--- src/rtl/npu_cube_pkg.sv ---
// -----------------------------------------------------------------------------
// npu_cube_pkg
// Shared definitions for the cube partial-sum accumulator:
//   - default widths and the legal NUM_IN range
//   - beat_tag_t: per-stage control tag travelling alongside the datapath
//   - CSA_LEVELS(n): number of 3:2 compressor levels needed to reduce n
//     operands to a sum/carry pair
//   - csa_ops_after(n, levels): operand count left after 'levels' levels
// -----------------------------------------------------------------------------
package npu_cube_pkg;

    localparam int unsigned NUM_IN_DEF = 8;
    localparam int unsigned NUM_IN_MIN = 3;
    localparam int unsigned NUM_IN_MAX = 32;
    localparam int unsigned DWIN_DEF   = 19;
    localparam int unsigned DWACC_DEF  = 32;

    typedef struct packed {
        logic valid;
        logic first;
        logic last;
    } beat_tag_t;

    // Each level turns every group of three operands into two; leftovers pass.
    function automatic int unsigned csa_ops_after(input int unsigned n, input int unsigned levels);
        int unsigned cnt;
        cnt = n;
        for (int unsigned i = 0; i < levels; i++) begin
            if (cnt > 2) cnt = 2 * (cnt / 3) + (cnt % 3);
        end
        return cnt;
    endfunction

    function automatic int unsigned CSA_LEVELS(input int unsigned n);
        int unsigned cnt;
        int unsigned lv;
        cnt = n;
        lv  = 0;
        while (cnt > 2) begin
            cnt = 2 * (cnt / 3) + (cnt % 3);
            lv++;
        end
        return lv;
    endfunction

endpackage

--- src/rtl/npu_cube_csa32.sv ---
// -----------------------------------------------------------------------------
// npu_cube_csa32
// Bitwise 3:2 carry-save compressor.
//   A, B, Cin : WIDTH-bit operands
//   Sum       : A ^ B ^ Cin
//   Carry     : majority(A, B, Cin) already shifted left by one, so that
//               Sum + Carry == A + B + Cin (mod 2^WIDTH)
// -----------------------------------------------------------------------------
module npu_cube_csa32 #(
    parameter int unsigned WIDTH = 32
) (
    input  logic [WIDTH-1:0] A,
    input  logic [WIDTH-1:0] B,
    input  logic [WIDTH-1:0] Cin,
    output logic [WIDTH-1:0] Sum,
    output logic [WIDTH-1:0] Carry
);

    assign Sum = A ^ B ^ Cin;

    // The majority out of the top bit would land beyond WIDTH, so it is never formed.
    assign Carry = {(A[WIDTH-2:0] & B[WIDTH-2:0]) |
                    (A[WIDTH-2:0] & Cin[WIDTH-2:0]) |
                    (B[WIDTH-2:0] & Cin[WIDTH-2:0]), 1'b0};

endmodule

--- src/rtl/npu_cube_csa_acc.sv ---
// -----------------------------------------------------------------------------
// npu_cube_csa_acc
// Sums NUM_IN partial sums per beat through a registered 3:2 CSA tree, a
// registered carry-propagate add, and a burst accumulator.
//   clk, rst_n           : clock, asynchronous active-low reset
//   in_valid/in_ready    : beat handshake (in_ready is combinational)
//   in_data              : NUM_IN packed elements, element k = [k*DWIN +: DWIN]
//   in_first / in_last   : burst delimiters (first clears, last emits)
//   out_valid/out_ready  : result handshake
//   out_data             : accumulated burst sum
//   out_sat              : burst saturated (only with NPU_CUBE_ACC_SAT_EN)
// Optional feature: define NPU_CUBE_ACC_SAT_EN to clamp the accumulator to the
// DWACC range and report a sticky per-burst saturation flag; otherwise the
// accumulator wraps modulo 2^DWACC and out_sat is 0.
// Latency: CSA_LEVELS + 2 registers from acceptance to out_valid.
// -----------------------------------------------------------------------------
module npu_cube_csa_acc
    import npu_cube_pkg::*;
#(
    parameter int unsigned NUM_IN = NUM_IN_DEF,
    parameter int unsigned DWIN   = DWIN_DEF,
    parameter int unsigned DWACC  = DWACC_DEF,
    parameter bit          SIGNED = 1'b0
) (
    input  logic                   clk,
    input  logic                   rst_n,
    input  logic                   in_valid,
    output logic                   in_ready,
    input  logic [NUM_IN*DWIN-1:0] in_data,
    input  logic                   in_first,
    input  logic                   in_last,
    output logic                   out_valid,
    input  logic                   out_ready,
    output logic [DWACC-1:0]       out_data,
    output logic                   out_sat
);

    localparam int unsigned LVL    = CSA_LEVELS(NUM_IN);
    localparam int unsigned BEAT_W = DWIN + $clog2(NUM_IN);
    // Tree width is at least DWACC and always wide enough for an exact beat
    // sum, so a single oversized beat can still be detected by saturation.
    localparam int unsigned TW     = (DWACC > BEAT_W) ? DWACC : BEAT_W;

    logic            advance;
    logic            fresh;
    logic [TW-1:0]   ext_ops [NUM_IN];
    logic [TW-1:0]   lvl_d   [LVL][NUM_IN];
    logic [TW-1:0]   lvl_q   [LVL][NUM_IN];
    beat_tag_t       lvl_tag [LVL];
    logic [TW-1:0]   cpa_sum;
    beat_tag_t       cpa_tag;
    logic [DWACC-1:0] acc;
    logic [DWACC-1:0] acc_next;

    assign advance  = !(out_valid && !out_ready);
    assign in_ready = advance;

    for (genvar k = 0; k < NUM_IN; k++) begin : g_ext
        logic [DWIN-1:0] elem;
        assign elem       = in_data[k*DWIN +: DWIN];
        assign ext_ops[k] = {{(TW-DWIN){SIGNED & elem[DWIN-1]}}, elem};
    end

    for (genvar l = 0; l < LVL; l++) begin : g_lvl
        localparam int unsigned N_IN  = csa_ops_after(NUM_IN, l);
        localparam int unsigned GRP   = N_IN / 3;
        localparam int unsigned N_OUT = 2 * GRP + (N_IN % 3);

        logic [TW-1:0] src [NUM_IN];

        if (l == 0) begin : g_src_in
            assign src = ext_ops;
        end else begin : g_src_reg
            assign src = lvl_q[l-1];
        end

        for (genvar g = 0; g < GRP; g++) begin : g_csa
            npu_cube_csa32 #(.WIDTH(TW)) u_csa (
                .A     (src[3*g]),
                .B     (src[3*g+1]),
                .Cin   (src[3*g+2]),
                .Sum   (lvl_d[l][2*g]),
                .Carry (lvl_d[l][2*g+1])
            );
        end

        // Leftover operand 3*GRP+j moves to slot 2*GRP+j; unused slots are zero.
        for (genvar r = 2*GRP; r < NUM_IN; r++) begin : g_pass
            if (r < N_OUT) begin : g_keep
                assign lvl_d[l][r] = src[r + GRP];
            end else begin : g_zero
                assign lvl_d[l][r] = '0;
            end
        end
    end

    // Control tags and the post-reset "treat next beat as first" flag.
    always_ff @(posedge clk or negedge rst_n) begin
        if (!rst_n) begin
            for (int unsigned l = 0; l < LVL; l++) lvl_tag[l] <= '0;
            cpa_tag <= '0;
            fresh   <= 1'b1;
        end else if (advance) begin
            lvl_tag[0] <= '{valid: in_valid, first: in_first | fresh, last: in_last};
            for (int unsigned l = 1; l < LVL; l++) lvl_tag[l] <= lvl_tag[l-1];
            cpa_tag <= lvl_tag[LVL-1];
            if (in_valid) fresh <= 1'b0;
        end
    end

    // Datapath registers carry no reset: the tags decide what is consumed.
    always_ff @(posedge clk) begin
        if (advance) begin
            lvl_q   <= lvl_d;
            cpa_sum <= lvl_q[LVL-1][0] + lvl_q[LVL-1][1];
        end
    end

`ifdef NPU_CUBE_ACC_SAT_EN
    localparam int unsigned AW = TW + 1;

    logic [AW-1:0] base_x;
    logic [AW-1:0] beat_x;
    logic [AW-1:0] acc_sum;
    logic          sat_hit;
    logic          sat_run;
    logic          sat_next;

    always_comb begin
        base_x   = cpa_tag.first ? '0 : {{(AW-DWACC){SIGNED & acc[DWACC-1]}}, acc};
        beat_x   = {SIGNED & cpa_sum[TW-1], cpa_sum};
        acc_sum  = base_x + beat_x;
        acc_next = acc_sum[DWACC-1:0];
        sat_hit  = 1'b0;
        if (SIGNED) begin
            // In range only when every bit above the DWACC sign bit matches it.
            if (acc_sum[AW-1:DWACC-1] != {(AW-DWACC+1){acc_sum[AW-1]}}) begin
                sat_hit  = 1'b1;
                acc_next = acc_sum[AW-1] ? {1'b1, {(DWACC-1){1'b0}}}
                                         : {1'b0, {(DWACC-1){1'b1}}};
            end
        end else if (acc_sum[AW-1:DWACC] != '0) begin
            sat_hit  = 1'b1;
            acc_next = '1;
        end
        sat_next = (cpa_tag.first ? 1'b0 : sat_run) | sat_hit;
    end

    always_ff @(posedge clk or negedge rst_n) begin
        if (!rst_n) begin
            sat_run <= 1'b0;
            out_sat <= 1'b0;
        end else if (advance && cpa_tag.valid) begin
            sat_run <= sat_next;
            if (cpa_tag.last) out_sat <= sat_next;
        end
    end
`else
    always_comb begin
        acc_next = (cpa_tag.first ? '0 : acc) + cpa_sum[DWACC-1:0];
    end

    assign out_sat = 1'b0;
`endif

    always_ff @(posedge clk or negedge rst_n) begin
        if (!rst_n) begin
            acc       <= '0;
            out_valid <= 1'b0;
            out_data  <= '0;
        end else if (advance) begin
            if (cpa_tag.valid) begin
                acc <= acc_next;
                if (cpa_tag.last) out_data <= acc_next;
            end
            out_valid <= cpa_tag.valid & cpa_tag.last;
        end
    end

endmodule

--- config.mk ---
export PLATFORM = sky130hd
export DESIGN_NAME = npu_cube_csa_acc
export DESIGN_NICKNAME = d
export VERILOG_FILES = /design/src/rtl/npu_cube_pkg.sv /design/src/rtl/npu_cube_csa32.sv /design/src/rtl/npu_cube_csa_acc.sv
export SDC_FILE = /design/constraint.sdc
export NUM_CORES = 1
export LEC_CHECK = 0
export ABC_AREA = 1
export BUFFER_PORTS_ARGS = -buffer_cell sky130_fd_sc_hd__buf_2
export CAP_MARGIN = 30
export CORE_MARGIN = 2
export CORE_UTILIZATION = 45
export CTS_CLUSTER_DIAMETER = 40
export DETAILED_ROUTE_END_ITERATION = 6
export PLACE_DENSITY = 0.64
export SKIP_LAST_GASP = 1
export SYNTH_ARGS = -nofsm -noshare
export SYNTH_HDL_FRONTEND = slang
export SYNTH_HIERARCHICAL = 1
export SYNTH_SLANG_ARGS = --single-unit
--- constraint.sdc ---
create_clock -name clk -period 37.7 [get_ports clk]
set_input_delay 1.885 -clock clk [delete_from_list [all_inputs] [get_ports clk]]
set_output_delay 1.885 -clock clk [all_outputs]
set_load 0.005 [all_outputs]
==> results.md <==
| Metric | Value |
| --- | --- |
| Number of detailed-routing iterations run before antenna repair | 5 |
| Tmin final | 5.17 ns |
| Startpoint of the most critical setup path | out_ready |
| Number of setup buffers added after CTS | 0 |
| Antenna Cells | 0 |
| Start-to-end type of the worst setup path | input pin to primary output |
| Unrepaired setup endpoints after global routing | no |
| Max clock buf depth | 3 |
| Least-Margin Pin Slew | 0.988 ns |
| Port Buf Inserts | 191 |
| Capture point of the critical path | in_ready |
| I/O pin count | 193 |
| Via count of the first global-routing pass | 15800 |
| Sequential share of the synthesized area | 63.4% |
| Fill count | 4799 |
| Path type of the worst min-delay path | register to register |
| Reg-to-Reg Start | out_valid |
| Highest ir drop seen on vdd | 0.0000488 V |
| Worst endpoint data arrival time | 3.29 ns |
| CP required | 35.81 ns |
| Nets | 2741 |
| Post-Synthesis Cell Area | 0.0262 mm2 |
| WL/cell | 15.1 um |
| Worst hold margin | 0.410 ns |
| Post-route DRC | 0 |
| Number of gates resized after CTS | 0 |
| Register area | 0.0166 mm2 |
| Placement row count | 88 |
| Cell area power density | 94.8 mW/mm2 |
| Number of antenna violations at the first check in global routing | 0 |
| Root Driver | clkbuf_16 |
| Initial Utilization | 45.4% |
| Total detailed-routing wirelength | 47700 um |
| Hold-critical path depth | 0 |
| Capturing element type of the critical path | primary output |
| Global placement routability congestion | 0.854 |
| Number of distinct standard cells referenced by the synthesized netlist | 40 |
| Sink count of the clock tree | 567 |
| Maximum Capacitance Violations | 0 |
| DR vias | 14600 |
| Reg-to-reg endpoint | out_data[6] |
| Area occupied by multi-input gates | 0.00909 mm2 |
| Fraction of layout cells with a size suffix above 1 | 16.1% |
| Pin count of the biggest net entering global routing | 190 |
| Total Routing Usage GR | 16.6% |
| Half-perimeter wire length of the detailed placement result | 34500 um |
| CTS tree | built |
| Chip Height | 245 um |
| Drt via density | 4.62 |
| Detail Route Antenna Nets | 0 |
| Post-synthesis async set-or-reset flop share | 14.3% |
| Total overflow reported by the global router | 0 |
| Start point of the worst min-delay path | g_lvl[2].src[157] |
| Number of enable flip-flop cells after synthesis | 486 |
| Static leakage power | 13.7 nW |
| Most instantiated flip-flop cell in the synthesis netlist | edfxtp_1 |
| Relative slew margins | 34.1% |
| Layout overhead on the synthesized area | 19.7% |
| Number of buffers inserted during clock tree synthesis | 81 |
| Total number of H-tree levels | 3 |
| Quantity of hold-fixing buffers added after cts | 0 |
| Crit path max fanout | 79 |
| Synthesized area per cell | 13.4 um2 |
| #FFs+latches synth | 567 |
| # setup viols final | 0 |
| Maximum clock frequency | 193 MHz |
| Clk pin slew, worst setup/hold paths | 0.05 ns |
| Max-slew violation count | 0 |
| Width of the chip | 245 um |
| Status | finished, final reports clean |
| Clock latency reported for the late side of the worst-skew pair | 0.62 ns |
| Startpoint Class | input pin |
| Worst R2R Setup Slack | 34.72 ns |
| Summed negative setup slack over all endpoints | 0 ns |
| Cells after Synth | 1963 |
| Number of cells on the worst reg-to-reg path | 8 |
| Synth warn | 6 |
| Final Skew | 0.0269 ns |
| Crit share post-route | 13.7% |
| Core Area | 0.0577 mm2 |
| Fin. Hold Viols | 0 |
| Overall die area | 0.0602 mm2 |
| Global-route wire length before repair | 78700 um |
| Drt first-iter violations | 893 |
[layout make-up]
| class | count | share of cell area (%) |
|---|---|---|
| sequential | 567 | 53.0 |
| clock inverter | 58 | 2.24 |
| multi-input combinational | 1280 | 29.0 |
| tap | 765 | 3.05 |
| inverter | 203 | 2.45 |
| timing repair buffer | 200 | 3.44 |
| clock buffer | 91 | 6.85 |
[cell usage after synthesis, types with 2 or more instances]
library cell	number	share of area [%]
conb_1	7	0.10
nand4_1	8	0.19
nor3_2	3	0.11
buf_2	5	0.095
nand3_2	3	0.11
xnor2_1	11	0.37
nand3b_1	7	0.20
fa_1	188	14
nor3_1	10	0.19
dfrtp_1	80	7.6
nand3_1	90	1.7
inv_1	198	2.8
edfxtp_1	486	56
clkbuf_1	8	0.11
nand2_1	488	7.0
nand2_2	20	0.48
buf_6	2	0.086
a21oi_1	57	1.1
o21ai_1	10	0.19
o21ai_2	2	0.067
nor2_2	11	0.26
inv_2	5	0.072
o21ai_0	45	0.86
o21a_1	2	0.057
o21bai_1	5	0.14
nor2_1	106	1.5
buf_4	8	0.23
ha_1	62	3.0
xor2_1	23	0.77
a21o_1	3	0.086
[worst max-delay path, stage by stage]
cell,delay [ns]
buf_2,0.10
nor2_2,0.60
inv_8,0.37
buf_2,0.26
[placed cells by master (no fill, tap or decap), types with 8 or more instances in the layout]
| cell type | netlist | routed |
|---|---|---|
| nand2_1 | 488 | 488 |
| edfxtp_1 | 486 | 486 |
| inv_1 | 198 | 197 |
| buf_2 | 5 | 190 |
| fa_1 | 188 | 188 |
| conb_1 | 7 | 119 |
| nor2_1 | 106 | 106 |
| nand3_1 | 90 | 90 |
| clkbuf_16 | 0 | 84 |
| dfrtp_1 | 80 | 80 |
| ha_1 | 62 | 62 |
| a21oi_1 | 57 | 57 |
| o21ai_0 | 45 | 45 |
| xor2_1 | 23 | 23 |
| nand2_2 | 20 | 20 |
| nor2_2 | 11 | 11 |
| xnor2_1 | 11 | 11 |
| inv_6 | 0 | 11 |
| nor3_1 | 10 | 10 |
| o21ai_1 | 10 | 10 |
| bufinv_16 | 0 | 9 |
| nand4_1 | 8 | 8 |
| clkinv_2 | 0 | 8 |
| clkinv_4 | 0 | 8 |
| clkinv_1 | 0 | 8 |
[metal layers]
metal	track usage, %	vias up	routed length (um)
met3	3.23	81	1860
met2	28.0	262	23200
li1	-	7209	-
met5	0	-	0
met1	21.8	7072	21600
met4	5.31	0	1080
[metrics by stage]
stage	worst slack [ns]	instances	cell area (um2)	utilization, %	power (mW)
after floorplan	20.45	2075	26600	-	1.93
after global placement	32.57	3013	28500	49.3	2.19
after detailed placement	32.53	3013	28500	49.3	2.22
after CTS	32.52	3162	31300	54.3	3.01
after global routing	32.41	3164	31400	54.4	3.21
final	32.53	3164	31400	54.4	2.97
[worst min path at each step]
stage	to	slack, ns
finish	g_lvl[3].src[189]	0.41
global route	g_lvl[3].src[187]	0.42
CTS	g_lvl[3].src[189]	0.41
detailed placement	g_lvl[3].src[169]	0.40
global placement	g_lvl[3].src[178]	0.40
floorplan	g_lvl[3].src[160]	0.40
[flip-flops by register name (all words and copies together) (netlist names)]
signal / count
g_lvl.src: 390
cpa_sum: 32
acc: 32
lvl_tag: 12
lvl_q: 64
fresh: 1
out_valid: 1
cpa_tag: 3
out_data: 32
[power by group]
group,total [mW],switching [mW],internal (mW)
sequential,1.17,0.121,1.05
clock,0.775,0.293,0.482
combinational,1.03,0.671,0.359
[logic make-up after synthesis]
| group | after synthesis | synth area share, % |
|---|---|---|
| simple gates | 749 | 11.9 |
| other cells | 7 | 0.100 |
| buf+inv | 228 | 3.50 |
| fa+ha+maj | 250 | 17.3 |
| xor+xnor | 35 | 1.20 |
| flops | 567 | 63.4 |
| compound gates | 127 | 2.60 |
Power figures use the tool's default switching activity.
